===== src/rtl/systolic_ctrl.sv =====
// Sequencer for a size x size systolic array: operand buffers, skewed operand feed, result drain.
// Optional abort input is enabled by defining SYSTOLIC_CTRL_ABORT_EN.
module systolic_ctrl #(
  parameter int size = 3,
  parameter int n    = 16,
  parameter int KMAX = 4
) (
  input  logic                      clk,
  input  logic                      reset,
`ifdef SYSTOLIC_CTRL_ABORT_EN
  input  logic                      abort,
`endif
  input  logic                      start,
  input  logic [$clog2(KMAX+1)-1:0] cfg_k,
  input  logic                      ld_valid,
  input  logic                      ld_sel,
  input  logic [$clog2(size)-1:0]   ld_lane,
  input  logic [$clog2(KMAX)-1:0]   ld_k,
  input  logic [n-1:0]              ld_data,
  output logic                      busy,
  output logic                      done,
  output logic                      arr_reset,
  output logic [size-1:0]           r_en,
  output logic [size-1:0]           c_en,
  output logic [size-1:0][n-1:0]    t_w_in,
  output logic [size-1:0][n-1:0]    l_x_in,
  output logic [$clog2(size)-1:0]   s_row,
  output logic [$clog2(size)-1:0]   s_col,
  input  logic [n-1:0]              b_s_in,
  output logic                      res_valid,
  input  logic                      res_ready,
  output logic [n-1:0]              res_data,
  output logic                      res_last
);
  localparam int KW  = $clog2(KMAX+1);
  localparam int LW  = $clog2(size);
  localparam int KIW = $clog2(KMAX);
  localparam int TW  = $clog2(KMAX + 2*size - 2);
  localparam int MW  = $clog2(size*size);

  typedef enum logic [2:0] {IDLE, CLEAR, FEED, SETTLE, DRAIN, DONE} state_t;

  state_t          state_q, state_d;
  logic [KW-1:0]   k_q, k_d;
  logic [TW-1:0]   t_q, t_d;
  logic [MW-1:0]   m_q, m_d;
  logic [n-1:0]    wb_q [size][KMAX];
  logic [n-1:0]    xb_q [size][KMAX];
  logic            feeding, draining, feed_last, drain_last;

  function automatic logic [KW-1:0] sat_k(input logic [KW-1:0] k);
    if (int'(k) > KMAX) return KW'(KMAX);
    return k;
  endfunction

  // Operand buffers are deliberately not reset; they only accept writes while idle.
  always_ff @(posedge clk) begin
    if (ld_valid && state_q == IDLE && int'(ld_k) < KMAX && int'(ld_lane) < size) begin
      if (ld_sel) xb_q[ld_lane][ld_k] <= ld_data;
      else        wb_q[ld_lane][ld_k] <= ld_data;
    end
  end

  assign feeding    = (state_q == FEED);
  assign draining   = (state_q == DRAIN);
  assign feed_last  = (int'(t_q) == int'(k_q) + 2*size - 3);
  assign drain_last = (m_q == MW'(size*size - 1));

  always_comb begin
    state_d = state_q;
    k_d     = k_q;
    t_d     = t_q;
    m_d     = m_q;
    case (state_q)
      IDLE:   if (start) begin
                state_d = CLEAR;
                k_d     = sat_k(cfg_k);
              end
      CLEAR:  begin
                t_d     = '0;
                state_d = (k_q == '0) ? SETTLE : FEED;
              end
      FEED:   if (feed_last) begin
                state_d = SETTLE;
                t_d     = '0;
              end else begin
                t_d = t_q + 1'b1;
              end
      SETTLE: begin
                state_d = DRAIN;
                m_d     = '0;
              end
      DRAIN:  if (res_ready) begin
                if (drain_last) begin
                  state_d = DONE;
                  m_d     = '0;
                end else begin
                  m_d = m_q + 1'b1;
                end
              end
      DONE:   state_d = IDLE;
      default: state_d = IDLE;
    endcase
`ifdef SYSTOLIC_CTRL_ABORT_EN
    if (abort && state_q != IDLE) begin
      state_d = IDLE;
      t_d     = '0;
      m_d     = '0;
    end
`endif
  end

  always_ff @(posedge clk or negedge reset) begin
    if (!reset) begin
      state_q <= IDLE;
      k_q     <= '0;
      t_q     <= '0;
      m_q     <= '0;
    end else begin
      state_q <= state_d;
      k_q     <= k_d;
      t_q     <= t_d;
      m_q     <= m_d;
    end
  end

  // Diagonal skew: lane j sees operand index t-j, zero outside the K-wide window.
  always_comb begin
    for (int j = 0; j < size; j++) begin
      t_w_in[j] = '0;
      l_x_in[j] = '0;
      if (feeding && int'(t_q) >= j && int'(t_q) - j < int'(k_q)) begin
        t_w_in[j] = wb_q[j][KIW'(int'(t_q) - j)];
        l_x_in[j] = xb_q[j][KIW'(int'(t_q) - j)];
      end
    end
  end

  assign busy      = (state_q != IDLE);
  assign done      = (state_q == DONE);
  assign arr_reset = (state_q == CLEAR);
  assign r_en      = {size{feeding}};
  assign c_en      = {size{feeding}};
  assign res_valid = draining;
  assign res_last  = draining && drain_last;
  assign res_data  = b_s_in;
  assign s_row     = draining ? LW'(int'(m_q) / size) : '0;
  assign s_col     = draining ? LW'(int'(m_q) % size) : '0;

endmodule


===== config.mk =====
export PLATFORM = sky130hd
export DESIGN_NAME = systolic_ctrl
export DESIGN_NICKNAME = d
export VERILOG_FILES = /design/src/rtl/systolic_ctrl.sv
export SDC_FILE = /design/constraint.sdc
export NUM_CORES = 1
export LEC_CHECK = 0
export BUFFER_PORTS_ARGS = -buffer_cell sky130_fd_sc_hd__buf_2
export CAP_MARGIN = 15
export CORE_UTILIZATION = 45
export DETAILED_ROUTE_END_ITERATION = 16
export SETUP_SLACK_MARGIN = 0.05
export SLEW_MARGIN = 25
export SYNTH_ARGS = -nofsm -noshare
export SYNTH_HDL_FRONTEND = slang
export SYNTH_SLANG_ARGS = --single-unit

===== constraint.sdc =====
create_clock -name clk -period 12.2 [get_ports clk]
set_input_delay 2.44 -clock clk [delete_from_list [all_inputs] [get_ports clk]]
set_output_delay 2.44 -clock clk [all_outputs]
set_load 0.005 [all_outputs]

# After elaboration in Yosys (flattened, before gate mapping)
# Memories as Yosys holds them, arrays and structs flattened.
# Cells that the tools add are included.
# word_totals
wordCells	108
inputBits	45
ff_bits	13
memories	2
mem_bits_rw	384
# memory_table
name	words	word_bits	read_ports	rd_ports_with_merged_regs	wr	line_no	text
wb_q	3	64	3	0	1	47	logic [n-1:0] wb_q [size][KMAX];
xb_q	3	64	3	0	1	48	logic [n-1:0] xb_q [size][KMAX];
# classes
magnitude_cmp	12
reduce_logical	17
addsub	6
bitwise	4
div	2
mux	50
eq_ne	11
# ops
operator	n
16-bit two-way mux	19
16-bit binary-select mux with 2-bit select	6
64-bit two-way mux	2
32-bit by 4-bit < comparator with 1-bit output	2
16-bit demux with 2-bit select	1
5-bit by 3-bit divider with 32-bit output (second input constant)	1
5-bit by 3-bit remainder unit with 32-bit output (second input constant)	1
3-bit two-way mux	7
3-bit case mux with 5 select lines	1
2-bit by 3-bit greater-or-equal comparator with 1-bit output (second input constant)	3
1-bit logical AND	9
1-bit two-way mux	8
4-bit two-way mux	2
4-bit case mux with 2 select lines	1
3-bit by 2-bit equality test with 1-bit output (second input constant)	2
3-bit equality test (second input constant)	2
3-bit logical NOT	2
2-bit inverter	3
3-bit case mux with 2 select lines	1
4-bit by 5-bit equality test with 1-bit output	1
4-bit by 2-bit subtractor with 5-bit output (second input constant)	1
3-bit by 3-bit adder with 4-bit output (second input constant)	1
4-bit by 1-bit adder with 4-bit output (second input constant)	1
4-bit equality test (second input constant)	1
19 further kinds	24

# Longest topological paths before layout
# depth
word_depth	6
depth_mapped	14
depth_no_buf	12

# Least setup slack after synthesis
# OpenSTA, ideal clock, no wires.
# synth_path
path_type	register to output
from	register t_q[1]
to	output port l_x_in[16] (netlist name)
required_time_ns	9.760
arrival_ns	3.093
path_stages_with_launch	14
path_buffers	5
path_slack_ns	6.667
path_cell_list	dfrtp_1 > buf_2 > buf_1 > inv_1 > ha_1 > clkbuf_1 > clkbuf_1 > inv_1 > ha_1 > nor2b_1 > o21ai_0 > a22oi_1 > buf_2 > nor3b_1
# synth_rtl
item	line_no	text
start: declaration	45	logic [TW-1:0] t_q, t_d;
start signal: assignment	122	t_q <= t_d;
end: declaration	26	output logic [size-1:0][n-1:0] l_x_in,

==> key figures <==
Die
  • Die area: 36640 um2
  • I/O pins: 172
  • Cell Rows: 69
  • Die width: 191.4 um
  • Total core area: 35400 um2
  • Starting density of the core: 45.61%
  • Die Height: 191.4 um

STA
  • Slew @ Worst Pin: 1.014 ns
  • Setup TNS: 0 ns
  • Min Tclk post-route: 6.106 ns
  • Final Skew: 0.01948 ns
  • Endpoints failing setup: 0
  • Final Max Slew Viols: 0
  • RSZ-0062 raised after global routing: false
  • Top achievable clock speed: 163.8 MHz
  • Final Cycle Share: 50.05%
  • Setup slack after layout: 6.094 ns
  • Rel. slew slack: 32.36%
  • Hold Fails Final Rpt: 0

Placement
  • Placed cell area: 17290 um2
  • Detailed placement HPWL: 19520 um
  • GPL Wtd Cong: 0.7525
  • Port bufs: 139
  • Pre-CTS setup slack: 6.057 ns
  • Dpl cells: 1382

Final layout
  • Commonest non-fill, non-tap cell in the layout: edfxtp_1
  • Fin util: 52.48%
  • Design area: 18580 um2
  • Final Net Count: 1034
  • Most frequent cells in the layout: edfxtp_1, buf_2, mux4_2
  • ANT cells: 0
  • Seq. cell area: 11860 um2
  • Area Growth Syn to Fin: 15.06%
  • Multi-input gate area: 3849 um2
  • Layout Cells excl Fill: 1458
  • Fillers: 2870
  • Share of cells above drive strength 1: 33.40%

Clock network
  • Inserted Clock Buffers: 41
  • Max Buffers Root-to-Sink: 3
  • CTS tree: built
  • Postcts setup bufs: 0
  • Worst-Skew Late Latency: 0.53 ns
  • CTS sink cnt: 397
  • Clock root cell: clkbuf_16
  • Reg clk slew, reported paths: 0.06 ns
  • Hold-fix buffers, CTS: 0
  • H-tree levels: 2
  • Post-cts sizing count: 0

Global route
  • Largest net degree at the start of global routing: 71
  • Grt total ovfl: 0
  • First-pass GRT wire length: 50070 um
  • GRT Overall Usage: 18.91%
  • Initial antenna violation count: 0
  • Vias in the first global route: 7908

Pwr
  • Psw: 0.001087 W
  • Worst ir drop on vdd: 0.1165 mV
  • Clk pwr share: 30.9%
  • Comb power frac: 28.0%
  • Sw Ratio: 28.86%
  • Static Leakage: 6.392 nW
  • Internal: 0.002679 W
  • Cell Pwr Density: 202.7 nW/um2
  • Seq pwr share: 41.1%

Worst setup path
  • CP Capture Point: t_w_in[21]
  • Worst reg-to-reg path cell count: 4
  • R2R setup slack: 9.48 ns
  • Worst-path fanout max: 34
  • Kind of critical path: register to primary output
  • Crit. End Element: primary output
  • CP Launch Point: t_q[1]
  • Reg-to-Reg End: xb_q[2][4]
  • FF-to-FF Start: state_q[2]
  • Critical Path Source Type: register
  • Required time of the worst setup path: 9.76 ns
  • Crit path DAT: 3.67 ns

Synth
  • Average size of a mapped cell: 19.71 um2
  • Yosys cell types: 51
  • Cell area after synthesis: 16140 um2
  • Ys Warns: 0
  • Synthesized flop and latch total: 397
  • Post-synth EDFFs: 384
  • Syn_nets: 888
  • Dominant synthesized flop cell: edfxtp_1
  • Syn Inst Count: 819
  • Seq/Total Area, Yosys: 73.44%
  • Async S/R FF share, synth: 3.275%

Route
  • DRT Pass-1 Iters: 5
  • Iter 0 DRT Violations: 449
  • Via count: 7943
  • DRC violation count after routing: 0
  • DR WL/cell: 23.49 um
  • Final WL: 34240 um
  • Vias/cell: 5.448
  • Post-route ant nets: 0

Flow run
  • Max-cap violations: 0

Min path
  • Min-Delay Path Class: register to register

Run status
  • Status: completed
[critical path, stage by stage (launching register included)]
cell     delay [ns]
dfrtp_2        0.34
buf_4          0.41
inv_1          0.21
ha_1           0.32
buf_4          0.42
inv_1          0.09
ha_1           0.28
nor2b_1        0.12
o21ai_0        0.19
a22oi_2        0.11
buf_4          0.24
nor3b_1        0.24
buf_2          0.16
[synth_stat cells (all sizes together) (2+ instances only)]
master,n,area [um2]
nor2b,4,25.02
and3b,2,17.52
or2,2,12.51
dfrtp,13,325.3
nand3,6,30.03
o31ai,3,22.52
nor3b,67,503.0
inv,19,71.31
nor2,36,135.1
nand2b,4,25.02
edfxtp,384,11530
nand2,11,41.29
a21oi,5,36.29
ha,24,300.3
nand3b,3,22.52
xnor2,3,26.28
or3b,3,26.28
mux4,96,2162
o21ai,10,50.05
buf,44,287.8
clkbuf,24,90.09
and3,33,206.5
[stage by stage]
step | hold WS [ns] | total power (W)
2_1_floorplan | 0.5288 | 0.002326
3_3_place_gp | 0.5900 | 0.002644
3_5_place_dp | 0.6079 | 0.002644
4_1_cts | 0.6187 | 0.003810
5_1_grt | 0.6346 | 0.003948
6_report | 0.6044 | 0.003766
[layout make-up]
cell class	count	share of cell area, %
multi-input cells	334	20.72
well taps	461	3.105
flip-flops and latches	397	63.86
clock inverters	15	0.6803
repair buffers	171	5.187
clock buffers	60	6.022
inverters	20	0.4311
[sequential cells by signal (all words and copies together) (netlist names)]
name     flops
k_q          3
m_q          4
state_q      3
t_q          3
wb_q       192
xb_q       192
[power groups by stage]
stage               Sequential [W]  Combinational, W  Clock [W]
floorplan                  0.00157          0.000758          0
global placement           0.00157           0.00107          0
detailed placement         0.00158           0.00107          0
CTS                        0.00155           0.00107    0.00119
global route               0.00155           0.00116    0.00124
finish                     0.00155           0.00105    0.00116
[worst min path at each step]
| stage | from | endpoint | cells past startpoint |
|---|---|---|---|
| detailed placement | m_q[2] | m_q[2] | 1 |
| CTS | m_q[2] | m_q[2] | 1 |
| floorplan | m_q[0] | m_q[0] | 1 |
| finish | m_q[0] | m_q[0] | 1 |
| global route | m_q[2] | m_q[2] | 1 |
| global placement | m_q[0] | m_q[0] | 2 |
[cell families after synthesis]
logic type                 count (synthesis)  synth area share, %
buffers and inverters                     88                2.837
and+or+nand+nor                          179                6.882
AOI/OAI and AO/OA                         30                1.294
adders and majority gates                 24                1.860
muxes                                     98                13.52
xor gates and xnor gates                   3               0.1628
DFF                                      397                73.44
[metal layers]
metal	global-route usage [%]	share of wire [%]	up-vias
met5	0	0	-
met4	5.433	2.1	0
met3	2.644	4.2	51
met2	31.03	50	197
met1	26.49	44	4116
li1	-	-	3579
(Power assumes the default switching activity.)
